===== src/rtl/alu_mem_pipe_stage.sv =====
// EX->MEM pipeline stage for the 24-bit core.
// Holds one instruction in a main register that drives the MEM side, plus one
// skid entry that absorbs the beat in flight when MEM stalls. in_ready depends
// only on the skid valid flop, so there is no combinational path from
// out_ready back to EX. A registered forwarding tap feeds the EX bypass mux.
module alu_mem_pipe_stage #(
    parameter int DATA_W = 24,
    parameter int DEST_W = 4,
    parameter int CNT_W  = 16
) (
    input  logic              clk,
    input  logic              rst,
    input  logic              flush,
    input  logic              in_valid,
    output logic              in_ready,
    input  logic              in_wb_en,
    input  logic              in_mem_rd,
    input  logic              in_mem_wr,
    input  logic [DEST_W-1:0] in_dest,
    input  logic [DATA_W-1:0] in_alu_result,
    input  logic [DATA_W-1:0] in_write_data,
    output logic              out_valid,
    input  logic              out_ready,
    output logic              out_wb_en,
    output logic              out_mem_rd,
    output logic              out_mem_wr,
    output logic [DEST_W-1:0] out_dest,
    output logic [DATA_W-1:0] out_alu_result,
    output logic [DATA_W-1:0] out_write_data,
    output logic              fwd_valid,
    output logic [DEST_W-1:0] fwd_dest,
    output logic [DATA_W-1:0] fwd_data,
    output logic [CNT_W-1:0]  stall_cnt
);

    // Packed payload layout: {wb_en, mem_rd, mem_wr, dest, alu_result, write_data}
    localparam int PW = 3 + DEST_W + 2 * DATA_W;

    // State is decoded directly from {skid_valid, main_valid}
    localparam logic [1:0] ST_EMPTY = 2'b00;
    localparam logic [1:0] ST_FULL  = 2'b01;
    localparam logic [1:0] ST_SKID  = 2'b11;

    logic          main_valid_reg, main_valid_next;
    logic          skid_valid_reg, skid_valid_next;
    logic [PW-1:0] main_payload_reg;
    logic [PW-1:0] skid_payload_reg;
    logic [PW-1:0] in_payload;
    logic [1:0]    state;
    logic          load_main_in;
    logic          load_main_skid;
    logic          load_skid;
    logic [CNT_W-1:0] stall_cnt_reg;

    assign in_payload = {in_wb_en, in_mem_rd, in_mem_wr, in_dest, in_alu_result, in_write_data};
    assign state      = {skid_valid_reg, main_valid_reg};

    // State register: valid bits, with reset taking priority over everything
    always_ff @(posedge clk) begin
        if (rst) begin
            main_valid_reg <= 1'b0;
            skid_valid_reg <= 1'b0;
        end else begin
            main_valid_reg <= main_valid_next;
            skid_valid_reg <= skid_valid_next;
        end
    end

    // Next-state and load-enable decode; flush squashes both entries and the incoming beat
    always_comb begin
        main_valid_next = main_valid_reg;
        skid_valid_next = skid_valid_reg;
        load_main_in    = 1'b0;
        load_main_skid  = 1'b0;
        load_skid       = 1'b0;
        case (state)
            ST_EMPTY: begin
                if (in_valid) begin
                    load_main_in    = 1'b1;
                    main_valid_next = 1'b1;
                end
            end
            ST_FULL: begin
                if (out_ready) begin
                    if (in_valid) begin
                        load_main_in = 1'b1;
                    end else begin
                        main_valid_next = 1'b0;
                    end
                end else if (in_valid) begin
                    load_skid       = 1'b1;
                    skid_valid_next = 1'b1;
                end
            end
            ST_SKID: begin
                if (out_ready) begin
                    load_main_skid  = 1'b1;
                    skid_valid_next = 1'b0;
                end
            end
            default: begin
                // Skid without main is unreachable; promote the skid entry to recover
                load_main_skid  = 1'b1;
                main_valid_next = 1'b1;
                skid_valid_next = 1'b0;
            end
        endcase
        if (flush) begin
            main_valid_next = 1'b0;
            skid_valid_next = 1'b0;
            load_main_in    = 1'b0;
            load_main_skid  = 1'b0;
            load_skid       = 1'b0;
        end
    end

    // Payload registers: written only on an accepting transfer, cleared on reset
    always_ff @(posedge clk) begin
        if (rst) begin
            main_payload_reg <= '0;
            skid_payload_reg <= '0;
        end else begin
            if (load_main_in) begin
                main_payload_reg <= in_payload;
            end else if (load_main_skid) begin
                main_payload_reg <= skid_payload_reg;
            end
            if (load_skid) begin
                skid_payload_reg <= in_payload;
            end
        end
    end

    // Saturating count of cycles where MEM holds off a valid entry
    always_ff @(posedge clk) begin
        if (rst) begin
            stall_cnt_reg <= '0;
        end else if (main_valid_reg && !out_ready && (stall_cnt_reg != {CNT_W{1'b1}})) begin
            stall_cnt_reg <= stall_cnt_reg + 1'b1;
        end
    end

    // Output decode: handshake, registered fields and the forwarding tap
    always_comb begin
        in_ready  = ~skid_valid_reg;
        out_valid = main_valid_reg;
        {out_wb_en, out_mem_rd, out_mem_wr, out_dest, out_alu_result, out_write_data} = main_payload_reg;
        // Loads are not forwarded: their data is not known until MEM completes
        fwd_valid = main_valid_reg & out_wb_en & ~out_mem_rd;
        fwd_dest  = out_dest;
        fwd_data  = out_alu_result;
        stall_cnt = stall_cnt_reg;
    end

endmodule


===== config.mk =====
export PLATFORM = sky130hd
export DESIGN_NAME = alu_mem_pipe_stage
export DESIGN_NICKNAME = d
export VERILOG_FILES = /design/src/rtl/alu_mem_pipe_stage.sv
export SDC_FILE = /design/constraint.sdc
export NUM_CORES = 1
export LEC_CHECK = 0
export BUFFER_PORTS_ARGS = -buffer_cell sky130_fd_sc_hd__buf_2
export CORE_MARGIN = 2
export CORE_UTILIZATION = 40
export CTS_BUF_LIST = sky130_fd_sc_hd__clkbuf_4 sky130_fd_sc_hd__clkbuf_8
export DETAILED_ROUTE_END_ITERATION = 10
export PLACE_DENSITY = 0.66
export RECOVER_POWER = 25
export SETUP_SLACK_MARGIN = 0.5
export SLEW_MARGIN = 30
export SYNTH_ARGS = -nofsm -noshare
export SYNTH_HDL_FRONTEND = slang
export SYNTH_SLANG_ARGS = --single-unit
export TNS_END_PERCENT = 1

===== constraint.sdc =====
create_clock -name clk -period 2.6 [get_ports clk]
set_input_delay 0.13 -clock clk [delete_from_list [all_inputs] [get_ports clk]]
set_output_delay 0.13 -clock clk [all_outputs]
set_load 0.1 [all_outputs]

# Yosys cells after proc, flatten, opt, wreduce, memory -nomap -nowiden
# Cells that the tools add are included.
# totals
wordCells	49
in_bits	60
reg_bits	128
# classes
reduce_logical	9
bitwise	6
addsub	1
eq_ne	9
muxes	19
# ops
operator	count
2-to-1 mux 55 bit	2
adder 16 x 1 -> 16 bit, second input constant	1
inequality test 16 bit, second input constant	1
2-to-1 mux 1 bit	13
inequality test 2 bit, second input constant	6
AND reduction 4 bit	2
case mux 1 bit (3 select lines)	2
NOT 1 bit	4
case mux 1 bit (2 select lines)	2
OR reduction 2 bit	2
bitwise AND 1 bit	2
equality test 2 x 1 -> 1 bit, second input constant	1
equality test 2 bit, second input constant	1
logical AND 1 bit	2
zero test 2 bit	1
nonzero test 2 bit	1
zero test 1 bit	1

# Logic depth before layout (Yosys ltp)
# Gate-level depths: netlist of the first run.
# logic_depth
depth_word	6
depth_mapped	6

# Worst setup path before layout of the first run
# OpenSTA, ideal clock, no wires.
# synth_path
kind	register to register
start	register stall_cnt_reg[0] (netlist: stall_cnt[0])
end	register stall_cnt_reg[1] (netlist: stall_cnt[1])
stages_incl_launch_ff	6
arrival_ps	2459
setup_slack_ps	14
setup_ps	128
cell_sequence	dfxtp_1 > ha_1 > nand3_2 > o41ai_4 > mux2i_1 > nor2_1
# synth_between
elab_chain_cells	2
word_cells_on_any_way	3
# synth_lines
element	line_no	text
from (decl)	53	logic [CNT_W-1:0] stall_cnt_reg;
from (signal assigned)	139	stall_cnt_reg <= stall_cnt_reg + 1'b1;
branches (longest 2 deep; another with adder 16 x 1 -> 16 bit)	--	
# Several ways; the timed one is not identified.
# A chain may end at the register's enable or synchronous reset.

# Worst setup path after layout of the first run
# Ends and elaborated chain as after synthesis.

==> metrics list, run 1 <==
* Final antenna diode count: 0
* Total via count in the routed design: slightly above 5,000
* Worst endpoint required time: between 2 and 3 ns
- Final instance area: 6880 um^2
* Wire length of the first global-routing pass: 23,900 um
- The count of pins over their slew limit was 0.
- Synthesis inferred approximately 130 register bits.
- In this run, synthesis inferred 0 flip-flops with an integrated enable.
- Data arrival time of the worst path: around 2.3 ns
- Effective utilization at floorplan: 41.3%
- Num rows: 41
* Die outline height: between 100 and 150 um
- Number of clock buffers inserted by TritonCTS: 17
* Setup tns final: 0 ns
* Initial antenna violation count: 0
* Placement-stage worst setup slack: ~0.64 ns
- Synthesized netlist net count: around 680
* Nets: around 850
- Remaining routing DRC violations: 0
- For this design the static power due to leakage is around 0.0025 uW.
* Fin worst setup slack: about 0.62 ns
* Gr ovfl total: 0
- Core footprint: ~13,000 um^2
- Clock-pin slew was measured on the worst setup and hold paths at 0.07 ns.
- Synth warn: 0
- Highest achievable clock rate: approximately 0.51 GHz
* Class of the tightest hold or removal check: input port to flop
- STA classifies the critical path endpoint as a flop.
- The final hold violation count is 0.
* Proportion of synthesized flip-flops having asynchronous set or reset: 0%
- around 160 I/O pins were placed.
* Avg Synthesized Cell Area: about 8.5 um^2
- Global routing used roughly a fifth of the available tracks.
- Setup repair after global routing missed its margin: false
* Layout cells sized above 1: approximately 21%
- Half-perimeter wire length of the detailed placement result: slightly above 9000 um
* Result of the run: finished, final reports clean
* Transition time at the pin with the least slew margin: ~1.2 ns
* Post-DP Area: 6000 um^2
- The critical path is of the flop to flop type.
- Number of global-route vias before repair: between 4,000 and 5,000
- CTS sink count: 128
- Summing every instance area after synthesis gives between 5000 and 6000 um^2.
* Number of distinct library cell variants in the gate-level netlist after synthesis: 45
- TritonCTS built the clock tree.
- Die area: 14,100 um^2
- Clock skew: 0.00938 ns
- Routability-driven placement finished with a final weighted congestion of between 0.8 and 0.9.
- The synthesized design devotes to its leading area cell type between 40% and 50% of total area.
- Summing internal, switching and leakage power gives between 4000 and 5000 uW.
- Worst slew margin: 18.4%
- Compared with the post-synthesis result, the final layout area differs by 30.2%.
- Shortest clock period the worst path allows after layout: roughly 2.0 ns
- After synthesis, the most frequently instantiated cells are 168 x sky130_fd_sc_hd__nand2_1, 128 x sky130_fd_sc_hd__dfxtp_1, 121 x sky130_fd_sc_hd__a21oi_1.
- First-pass iteration count of the detailed router: 6
* Most area-consuming cells after synthesis: sky130_fd_sc_hd__dfxtp_1 49%, sky130_fd_sc_hd__nand2_1 12%, sky130_fd_sc_hd__a21oi_1 11%, sky130_fd_sc_hd__o221ai_1 9.1%, sky130_fd_sc_hd__buf_4 4.0%
- Post-cts repair resize count: 0
- Along the worst path, the maximum fanout reaches 8.
- Total wire length: 14,800 um
- From left edge to right edge, the die measures around 120 um.
* Power density over the cells: roughly 600 nW/um^2
- The count of nets left with antenna violations once routing finished came out at 0.
- The tool flagged a number of max-cap violations equal to 0.
- Starting DRT DRC Count: around 380
* Dominant cell type by area after synthesis: sky130_fd_sc_hd__dfxtp_1
- VDD sags by at most 0.345 mV.
- Setup violations remaining at the end of the flow were counted as 0.
* Pin count of the biggest net entering global routing: 66
- Worst Setup Start Kind: flop
- In the post-synthesis netlist, the cell with the most instances is sky130_fd_sc_hd__nand2_1.
* Per-cell via count in the routed design: between 5 and 6
- After technology mapping, the gate count stands at 622.
* Worst-Skew Late Latency: 0.44 ns
* Number of port buffers: about 160
- In this run the number of H-tree levels came out at 4.
* Portion of the post-synthesis area used by sequential elements: 48.5%
- Clock root buffer: sky130_fd_sc_hd__clkbuf_8
- Final cycle utilization of the critical path: between 70% and 80%
- Among all flip-flop cells after synthesis, the most frequent one is sky130_fd_sc_hd__dfxtp_1.
* Bufs on Longest Clock Path: 2
* Drt wl/cell: 15.1 um
## worst paths after layout
check | cells past startpoint | slack (ns) | end | from
setup / recovery | 5 | 0.62 | stall_cnt[1] | stall_cnt[0]
hold / removal | 3 | 0.14 | skid_valid_reg | in_valid
setup reg to reg | 5 | 0.62 | stall_cnt[1] | stall_cnt[0]
hold reg to reg | 2 | 0.45 | main_payload_reg[16] | main_payload_reg[16]
## what timing repair did
item | CTS | global route
hold endpoints to repair | 56 | 0
buffers inserted | 0 | 0
hold buffers | 56 | 0
## metal layers
metal | global-route usage (%) | routed length (um)
met5 | 0 | 0
met4 | 7.59 | 261
met3 | 6.27 | 703
met2 | 36.6 | 7650
met1 | 24.1 | 6160
## cells by family after synthesis
| family | count (synthesis) | synth area share [%] |
|---|---|---|
| simple gates | 216 | 19.1 |
| xor+xnor | 1 | 0.166 |
| buf+inv | 82 | 8.41 |
| compound gates | 193 | 23.3 |
| flops | 128 | 48.5 |
| mux | 1 | 0.190 |
| fa+ha+maj | 1 | 0.237 |
## critical path: stages (launching register included)
cell and delay (ns):
sky130_fd_sc_hd__dfxtp_2 0.39, sky130_fd_sc_hd__ha_1 0.28, sky130_fd_sc_hd__nand3_2 0.26, sky130_fd_sc_hd__o41ai_4 0.61
sky130_fd_sc_hd__mux2i_1 0.25, sky130_fd_sc_hd__nor2_1 0.06
## final cells by class
type	count	area [um^2]
well taps	172	215
inverters	5	18.8
clock inverters	7	85.1
multi-input cells	412	2290
repair buffers	229	1400
clock buffers	23	298
flip-flops and latches	128	2560
fillers	1214	5900
## where the power goes
group	total (uW)	leakage [uW]	internal (uW)	switching, uW
Combinational	580	0.00127	148	433
Clock	1660	0.000205	941	718
Sequential	2010	0.00103	1990	20.4
## layout by cell type (no fill, tap or decap), types with 2 or more instances in the layout
cell type and instances:
sky130_fd_sc_hd__a211oi_1 2, sky130_fd_sc_hd__a21oi_1 121, sky130_fd_sc_hd__and3_1 2, sky130_fd_sc_hd__buf_2 105
sky130_fd_sc_hd__buf_4 12, sky130_fd_sc_hd__bufinv_16 2, sky130_fd_sc_hd__clkbuf_1 55, sky130_fd_sc_hd__clkbuf_4 3
sky130_fd_sc_hd__clkbuf_8 20, sky130_fd_sc_hd__clkinv_2 5, sky130_fd_sc_hd__dfxtp_1 126, sky130_fd_sc_hd__dfxtp_2 2
sky130_fd_sc_hd__dlygate4sd3_1 56, sky130_fd_sc_hd__inv_1 5, sky130_fd_sc_hd__nand2_1 168, sky130_fd_sc_hd__nand3_1 3
sky130_fd_sc_hd__nand3_2 2, sky130_fd_sc_hd__nand4_1 3, sky130_fd_sc_hd__nor2_1 7, sky130_fd_sc_hd__nor3_1 2
sky130_fd_sc_hd__nor3_4 3, sky130_fd_sc_hd__nor4_1 2, sky130_fd_sc_hd__nor4_4 2, sky130_fd_sc_hd__o21ai_0 2
sky130_fd_sc_hd__o21ai_1 2, sky130_fd_sc_hd__o221ai_1 55, sky130_fd_sc_hd__o31ai_1 5, sky130_fd_sc_hd__or3_1 3
sky130_fd_sc_hd__or4_1 5
## stage by stage
stage               utilization, %  std cells  hold WS [ns]
finish                        53.8        976         0.145
global route                  53.8        976         0.196
CTS                           54.4        976         0.115
detailed placement            47.0        890         0.388
global placement              46.9        890         0.382
floorplan                        -        622         0.266
Power figures use the tool's default switching activity.
==> run 2: changes to the inputs <==
Settings changed: ABC_AREA set to 1, PLACE_DENSITY 0.66 to 0.68.
Clock period 2.6 ns to 1.7 ns, I/O delays scaled along.
==> run 2 against run 1 <==
Compared with the run above: maximum frequency increased by 26%; wire length rose by 9.6%; sequential power up 57%; final area up 12%; setup slack got worse by 0.49 ns; power up 88%; count of clock-buffer cells in the layout decreased by 4; via count is 5.2% higher.
==> metrics list, run 2 <==
- Final antenna diode count: 0
- At the pin with the least slew margin, the transition time is about 0.56 ns.
- Walking the worst path, the cells encountered are inv_4, nor2_8, inv_6, nor3_4, clkinv_4, buf_12, clkbuf_16, nor2_1, nor2_1.
- Final cycle utilization of the critical path: between 90% and 100%
- Setup repair after global routing missed its margin: true
* Most frequent cells in the layout: 127 x sky130_fd_sc_hd__nor2_1, 111 x sky130_fd_sc_hd__dfxtp_1, 106 x sky130_fd_sc_hd__buf_2
- The total overflow left after global routing is 0.
- Hold Violations, Final: 0
- WP buf/inv: 5
- Total wire length: between 15,000 and 20,000 um
* Effective utilization at floorplan: between 40% and 50%
* Remaining routing DRC violations: 0
* Worst setup startpoint: out_valid
* Fin worst setup slack: ~0.13 ns
- Clock root buffer: sky130_fd_sc_hd__clkbuf_8
- Layout cells sized above 1: between 30% and 40%
- Dividing the detail-routed wire length by the instance count gives roughly 15 um.
- Reg-to-reg startpoint: out_valid
- Die outline height: ~120 um
* Number of distinct library cell variants in the gate-level netlist after synthesis: 34
- Num rows: 42
- Initial antenna violation count: 0
- In this run the tightest slew margin relative to its limit is 62.8%.
* Most frequent standard cell in the layout excluding fill and tap cells: sky130_fd_sc_hd__nor2_1
- CTS sink count: around 130
* Biggest cell delay along the critical path: 0.40 ns
* Per-cell via count in the routed design: a little over 5
* Number of storage elements in the synthesis netlist: approximately 130
* Stages on worst setup path: 9
- Pin count of the biggest net entering global routing: 37
- At the worst endpoint, the required time is ~2.0 ns.
- Dominant register cell in the synthesized netlist: sky130_fd_sc_hd__dfxtp_1
- Power spread over the standard cell area amounts to between 1000 and 1500 nW/um^2.
- Highest achievable clock rate: around 0.64 GHz
- The top cell type by area accounts for 47.0% of the synthesized area.
- At the placement stage, the worst setup path has a slack of around 0.18 ns.
* Class of the tightest hold or removal check: input port to flop
- For this run, asynchronously set or reset flops after synthesis account for 0%.
* Wire length of the first global-routing pass: 24,400 um
- In the post-synthesis netlist, the cell with the most instances is sky130_fd_sc_hd__nor2_1.
- sky130_fd_sc_hd__dfxtp_1 takes more of the synthesized area than any other cell.
- Result of the run: finished, final reports clean
- The die covers approximately 15,000 um^2.
* Starting DRT DRC Count: between 300 and 400
- After clock tree synthesis, the clock-pin slew on the worst setup and hold paths is about 0.07 ns.
* Synthesized netlist net count: around 730
* Worst-Skew Late Latency: around 0.45 ns
* Total of endpoints with negative setup slack in the final report: 0
- Type of element capturing the critical path: flop
- The net count of the finished layout is approximately 930.
- For this run, the number of Yosys warnings is 0.
* Maxcap violations: 0
* Reported leakage power: between 0.003 and 0.004 uW
- TritonCTS clock tree: yes
- Counting flops with a built-in enable in the synthesized netlist gives 0.
- Floorplan die width: 121 um
- Across the routed clock network, the largest skew measured is between 0.01 and 0.015 ns.
- Sequential cells were found to cover a little under half of the synthesized design area.
- Compared with the post-synthesis result, the final layout area differs by 41.8%.
* Critical path's top delay family: simple AND/OR/NAND/NOR gates
* Crit path kind: flop to flop
* Critical path's slowest cell: sky130_fd_sc_hd__dfxtp_1
- Worst Setup Start Kind: flop
- For this run, the detailed router's first-pass iteration total came to 5.
* Shortest clock period the worst path allows after layout: between 1.5 and 2 ns
* Avg Synthesized Cell Area: about 8.1 um^2
- In this run the cell area of the synthesized design comes to roughly 5400 um^2.
- The congestion estimate from routability-driven global placement came to 0.762.
* Most area-consuming cells after synthesis: sky130_fd_sc_hd__dfxtp_1 47%, sky130_fd_sc_hd__nor2_1 9.2%, sky130_fd_sc_hd__o21ai_1 6.7%, sky130_fd_sc_hd__o22ai_1 6.3%, sky130_fd_sc_hd__a21oi_1 5.7%
- By count the netlist is led by 134 x sky130_fd_sc_hd__nor2_1, 128 x sky130_fd_sc_hd__dfxtp_1, 73 x sky130_fd_sc_hd__o21ai_1.
* Setup tns final: 0 ns
- Number of clock buffers inserted by TritonCTS: 17
- Reg-to-reg critical path endpoint: skid_payload_reg[26]
- Data arrival time of the worst path: approximately 1.9 ns
* Top fanout value on the critical path: 7
- Global routing usage summed across all routing layers: a little over a fifth
* I/O pin count: between 150 and 200
- The wire-length estimate of the detail-placed layout is between 8000 and 9000 um.
- The count of pins over their slew limit is 0.
- Post-detailed-route count of antenna-violating nets: 0
- H-Tree Level Count: 4
* Number of global-route vias before repair: between 4,000 and 5,000
- The longest clock path from root to sink contains 2 buffers.
* Total via count in the routed design: roughly 5,400
- Measured in cells, the most critical reg-to-reg path has a length of 9.
* Critical Path Most Common Cell: sky130_fd_sc_hd__nor2_1
- Worst reg-to-reg setup slack: 0.13 ns
- Across the VDD grid, the largest voltage drop is 0.807 mV.
* Instance count of the mapped netlist: 670
- CP Capture Point: skid_payload_reg[26]
- Number of port buffers: between 150 and 200
* Core footprint: 13,300 um^2
[run 2: cell count changes after synthesis, sizes merged, moves of 5 or more]
cell    change
inv         +9
a21oi      -54
buf         +7
nor2      +129
clkbuf      -8
nand2     -116
o22ai      +55
o21ai     +107
or3         -5
o221ai     -55
o31ai       -5
or4         -5
nand3       +5
[run 2: layer usage]
layer / part of all wire, % / GRT usage, %
met1: 45 / 26.7
met2: 48 / 35.4
met3: 5.3 / 5.33
met4: 1.6 / 6.83
met5: 0 / 0
[run 2: cells by family (layout without fill, tap and decap cells)]
| group | count (synthesis) | count (layout) | share of synthesized area [%] |
|---|---|---|---|
| buffers and inverters | 91 | 305 | 12.1 |
| flip-flops | 128 | 128 | 47.0 |
| XOR/XNOR | 6 | 6 | 0.965 |
| adder cells (fa/ha/maj) | 1 | 1 | 0.230 |
| AO/OA/AOI/OAI | 234 | 235 | 23.4 |
| AND/OR/NAND/NOR | 210 | 210 | 16.3 |
[run 2: per-stage QoR]
stage | area (um^2) | util (%) | power, uW | hold WS, ns | cells
after floorplan | 5550 | - | 4540 | 0.148 | 670
after global placement | 6180 | 46.5 | 4780 | 0.326 | 946
after detailed placement | 6180 | 46.5 | 4780 | 0.331 | 946
after CTS | 7470 | 56.2 | 8000 | -0.0119 | 1047
after global routing | 7720 | 58.1 | 8250 | 0.0132 | 1061
final | 7720 | 58.1 | 7990 | 0.0108 | 1061
[run 2: how the worst min path moves through the flow]
stage | startpoint | to | slack, ns | cells after the start
2_1_floorplan | rst | out_valid | 0.15 | 1
3_3_place_gp | in_write_data[21] | skid_payload_reg[21] | 0.33 | 3
3_5_place_dp | in_alu_result[11] | skid_payload_reg[35] | 0.33 | 3
4_1_cts | rst | stall_cnt[6] | -0.01 | 2
5_1_grt | rst | stall_cnt[14] | 0.01 | 2
6_report | rst | stall_cnt[6] | 0.01 | 2
[run 2: power by group]
part	switching, uW	leakage (uW)	internal (uW)
clock network	1250	0.000228	1780
logic	1370	0.00212	439
registers	71.4	0.00106	3080
total	2690	0.00340	5300
[run 2: timing repair]
action	CTS	global route
hold buffers	56	0
pin swaps	2	7
gates resized for setup	16	21
setup buffers	8	9
hold endpoints to repair	120	0
endpoints found under the setup margin	227	228
cloned	5	5
[run 2: area by class of cell]
class                   instances  area, um^2
well taps                     176         220
fillers                      1155        5570
inverters                      15        73.8
flip-flops and latches        128        2620
multi-input cells             452        2300
repair buffers                258        2050
clock buffers                  19         249
clock inverters                13         209
==> run 3: changes to the inputs <==
Settings changed: CTS_BUF_LIST sky130_fd_sc_hd__clkbuf_4 sky130_fd_sc_hd__clkbuf_8 to not set, GPL_ROUTABILITY_DRIVEN set to 0, GPL_TIMING_DRIVEN set to 0.
==> run 3 against run 2 <==
Compared with the run above: non-clock buffer count rose by 47; cell count is 4.2% higher; clock power is 12% higher; global-route usage about the same; wire length down 2.3%; clock skew decreased by 0.0043 ns; maximum frequency is 2.1% higher; power up 4.7%.
==> metrics list, run 3 (synthesis gave the netlist of run 2 again) <==
- Post-DP Area: ~6600 um^2
- STA classifies the critical path startpoint as a flop.
* Total wire length: roughly 16,000 um
- Worst slew margin: a little over 60%
- The worst path uses around nine tenths of the clock period.
- The worst hold path was traced through 4 stages.
- Die area: roughly 15,000 um^2
- Type of element capturing the critical path: output pin
- Final max-slew violation count: 0
- The worst path meets setup with between 0.15 and 0.2 ns of slack.
* Starting DRT DRC Count: 380
- The first global-routing pass estimated 24,700 um of wire.
- For this configuration, the core starts out at a cell density of between 40% and 50%.
* Clock root buffer: sky130_fd_sc_hd__clkbuf_16
- The number of cells on the worst reg-to-reg path is 8.
- The die is ~120 um tall.
- Setup repair after global routing could not meet its margin everywhere.
* WHS: about 0.054 ns
* Total via count in the routed design: between 5,000 and 6,000
* Top fanout value on the critical path: 3
- Crit path kind: flop to output pin
- At the worst endpoint, the arrival time is between 1 and 1.5 ns.
- The initial antenna violation count is 0.
* Hold Violations, Final: 0
* Core footprint: approximately 13,000 um^2
- Transition time at the pin with the least slew margin: 0.567 ns
- The repair_antennas step left the layout with diodes totalling 0.
- Placement-stage worst setup slack: ~0.11 ns
- Data on the critical path is required at its endpoint by between 1.5 and 2 ns.
- Setup violations remaining at the end of the flow were counted as 0.
- Number of clock buffers inserted by TritonCTS: 17
- At the later pin of the worst-skew pair, clock insertion delay measures between 0.4 and 0.5 ns.
- Most frequent cells in the layout: 131 x sky130_fd_sc_hd__nor2_1, 119 x sky130_fd_sc_hd__buf_2, 110 x sky130_fd_sc_hd__dfxtp_1
- After detailed routing, the number of remaining DRC violations is 0.
- The run finished with clean final reports.
- The count of nets left with antenna violations once routing finished came out at 0.
- Reported leakage power: ~0.0036 uW
- Summed over all failing endpoints, the final setup total negative slack is 0 ns.
- In this run the number of H-tree levels came out at 4.
- Pin count of the biggest net entering global routing: 17
* I/O pin count: between 150 and 200
- Class of the tightest hold or removal check: input port to flop
- Max-cap violations in this run came to 0.
* Per-cell via count in the routed design: 4.96
- Final core occ: between 50% and 60%
- Highest achievable clock rate: between 0.6 and 0.7 GHz
- Final instance area: ~7900 um^2
- Gr ovfl total: 0
- Filler Cells Inserted: around 1,200
* Most frequent standard cell in the layout excluding fill and tap cells: sky130_fd_sc_hd__nor2_1
- Power density over the cells: 1060 nW/um^2
- The first detailed-routing pass ran for 5 iterations.
- The initialized floorplan defines 42 standard-cell rows.
- Cells with a size suffix above 1 make up about a third of the layout.
* CTS sink count: between 100 and 150
- Floorplan die width: between 100 and 150 um
- The clock passes through at most 2 buffers.
- Half-perimeter wire length of the detailed placement result: 10,100 um
- At the end of the flow, the number of nets in the layout was 979.
* TritonCTS clock tree: yes
- Reg clk slew, reported paths: 0.05 ns
- Dividing the detail-routed wire length by the instance count gives 14.3 um.
- Global routing usage summed across all routing layers: about a fifth
- Across the VDD grid, the largest voltage drop is slightly above 0.7 mV.
- Number of global-route vias before repair: roughly 5,000
- Shortest clock period the worst path allows after layout: roughly 1.5 ns
* Number of port buffers: between 150 and 200
- Compared with the post-synthesis result, the final layout area differs by 44.6%.
- Clock skew: approximately 0.0076 ns
run 3: routing by layer:
metal / GRT usage, % / vias to the layer above / wire length, um / part of all wire, %
li1: - / 2775 / - / -
met1: 28.8 / 2538 / 7540 / 48
met2: 33.4 / 156 / 7420 / 47
met3: 4.43 / 15 / 683 / 4.3
met4: 7.34 / 0 / 180 / 1.1
met5: 0 / - / 0 / 0
run 3: area by class of cell:
type                            instances  area [um^2]  share of cell area (%)
Clock buffer                           28          547                    6.94
Multi-Input combinational cell        451         2260                    28.7
Sequential cell                       128         2630                    33.3
Clock inverter                          3         18.8                   0.238
Inverter                               15         68.8                   0.874
Tap cell                              176          220                    2.80
Buffer                                 76          631                    8.01
Timing Repair Buffer                  229         1510                    19.1
run 3: worst paths after layout:
kind                                            from                    to  slack, ns
worst max-delay path                       out_valid             fwd_valid       0.16
worst min-delay path                       out_ready        skid_valid_reg       0.05
worst max register to register             out_valid  main_payload_reg[42]       0.18
worst min register to register  skid_payload_reg[43]  skid_payload_reg[43]       0.50
run 3: critical path, stage by stage, from the launching register on:
cell                      delay (ns)
sky130_fd_sc_hd__dfxtp_1        0.43
sky130_fd_sc_hd__nand2_1        0.12
sky130_fd_sc_hd__nor2_4         0.08
sky130_fd_sc_hd__buf_2          0.42
run 3: timing repair:
item	CTS	global route
pin swaps	2	3
resized for setup	7	23
gates cloned	0	2
buffers inserted	4	5
hold buffers	57	0
endpoints found under the hold margin	103	0
endpoints found under the setup margin	228	228
run 3: metrics by stage:
stage,instances,power (uW)
after global placement,1007,4860
after detailed placement,1007,4860
final,1106,8370
after CTS,1099,8390
after global routing,1106,8640
after floorplan,670,4540
run 3: where the power goes:
group	switching [uW]	internal, uW
clock network	1240	2170
logic	1360	439
registers	75.0	3090
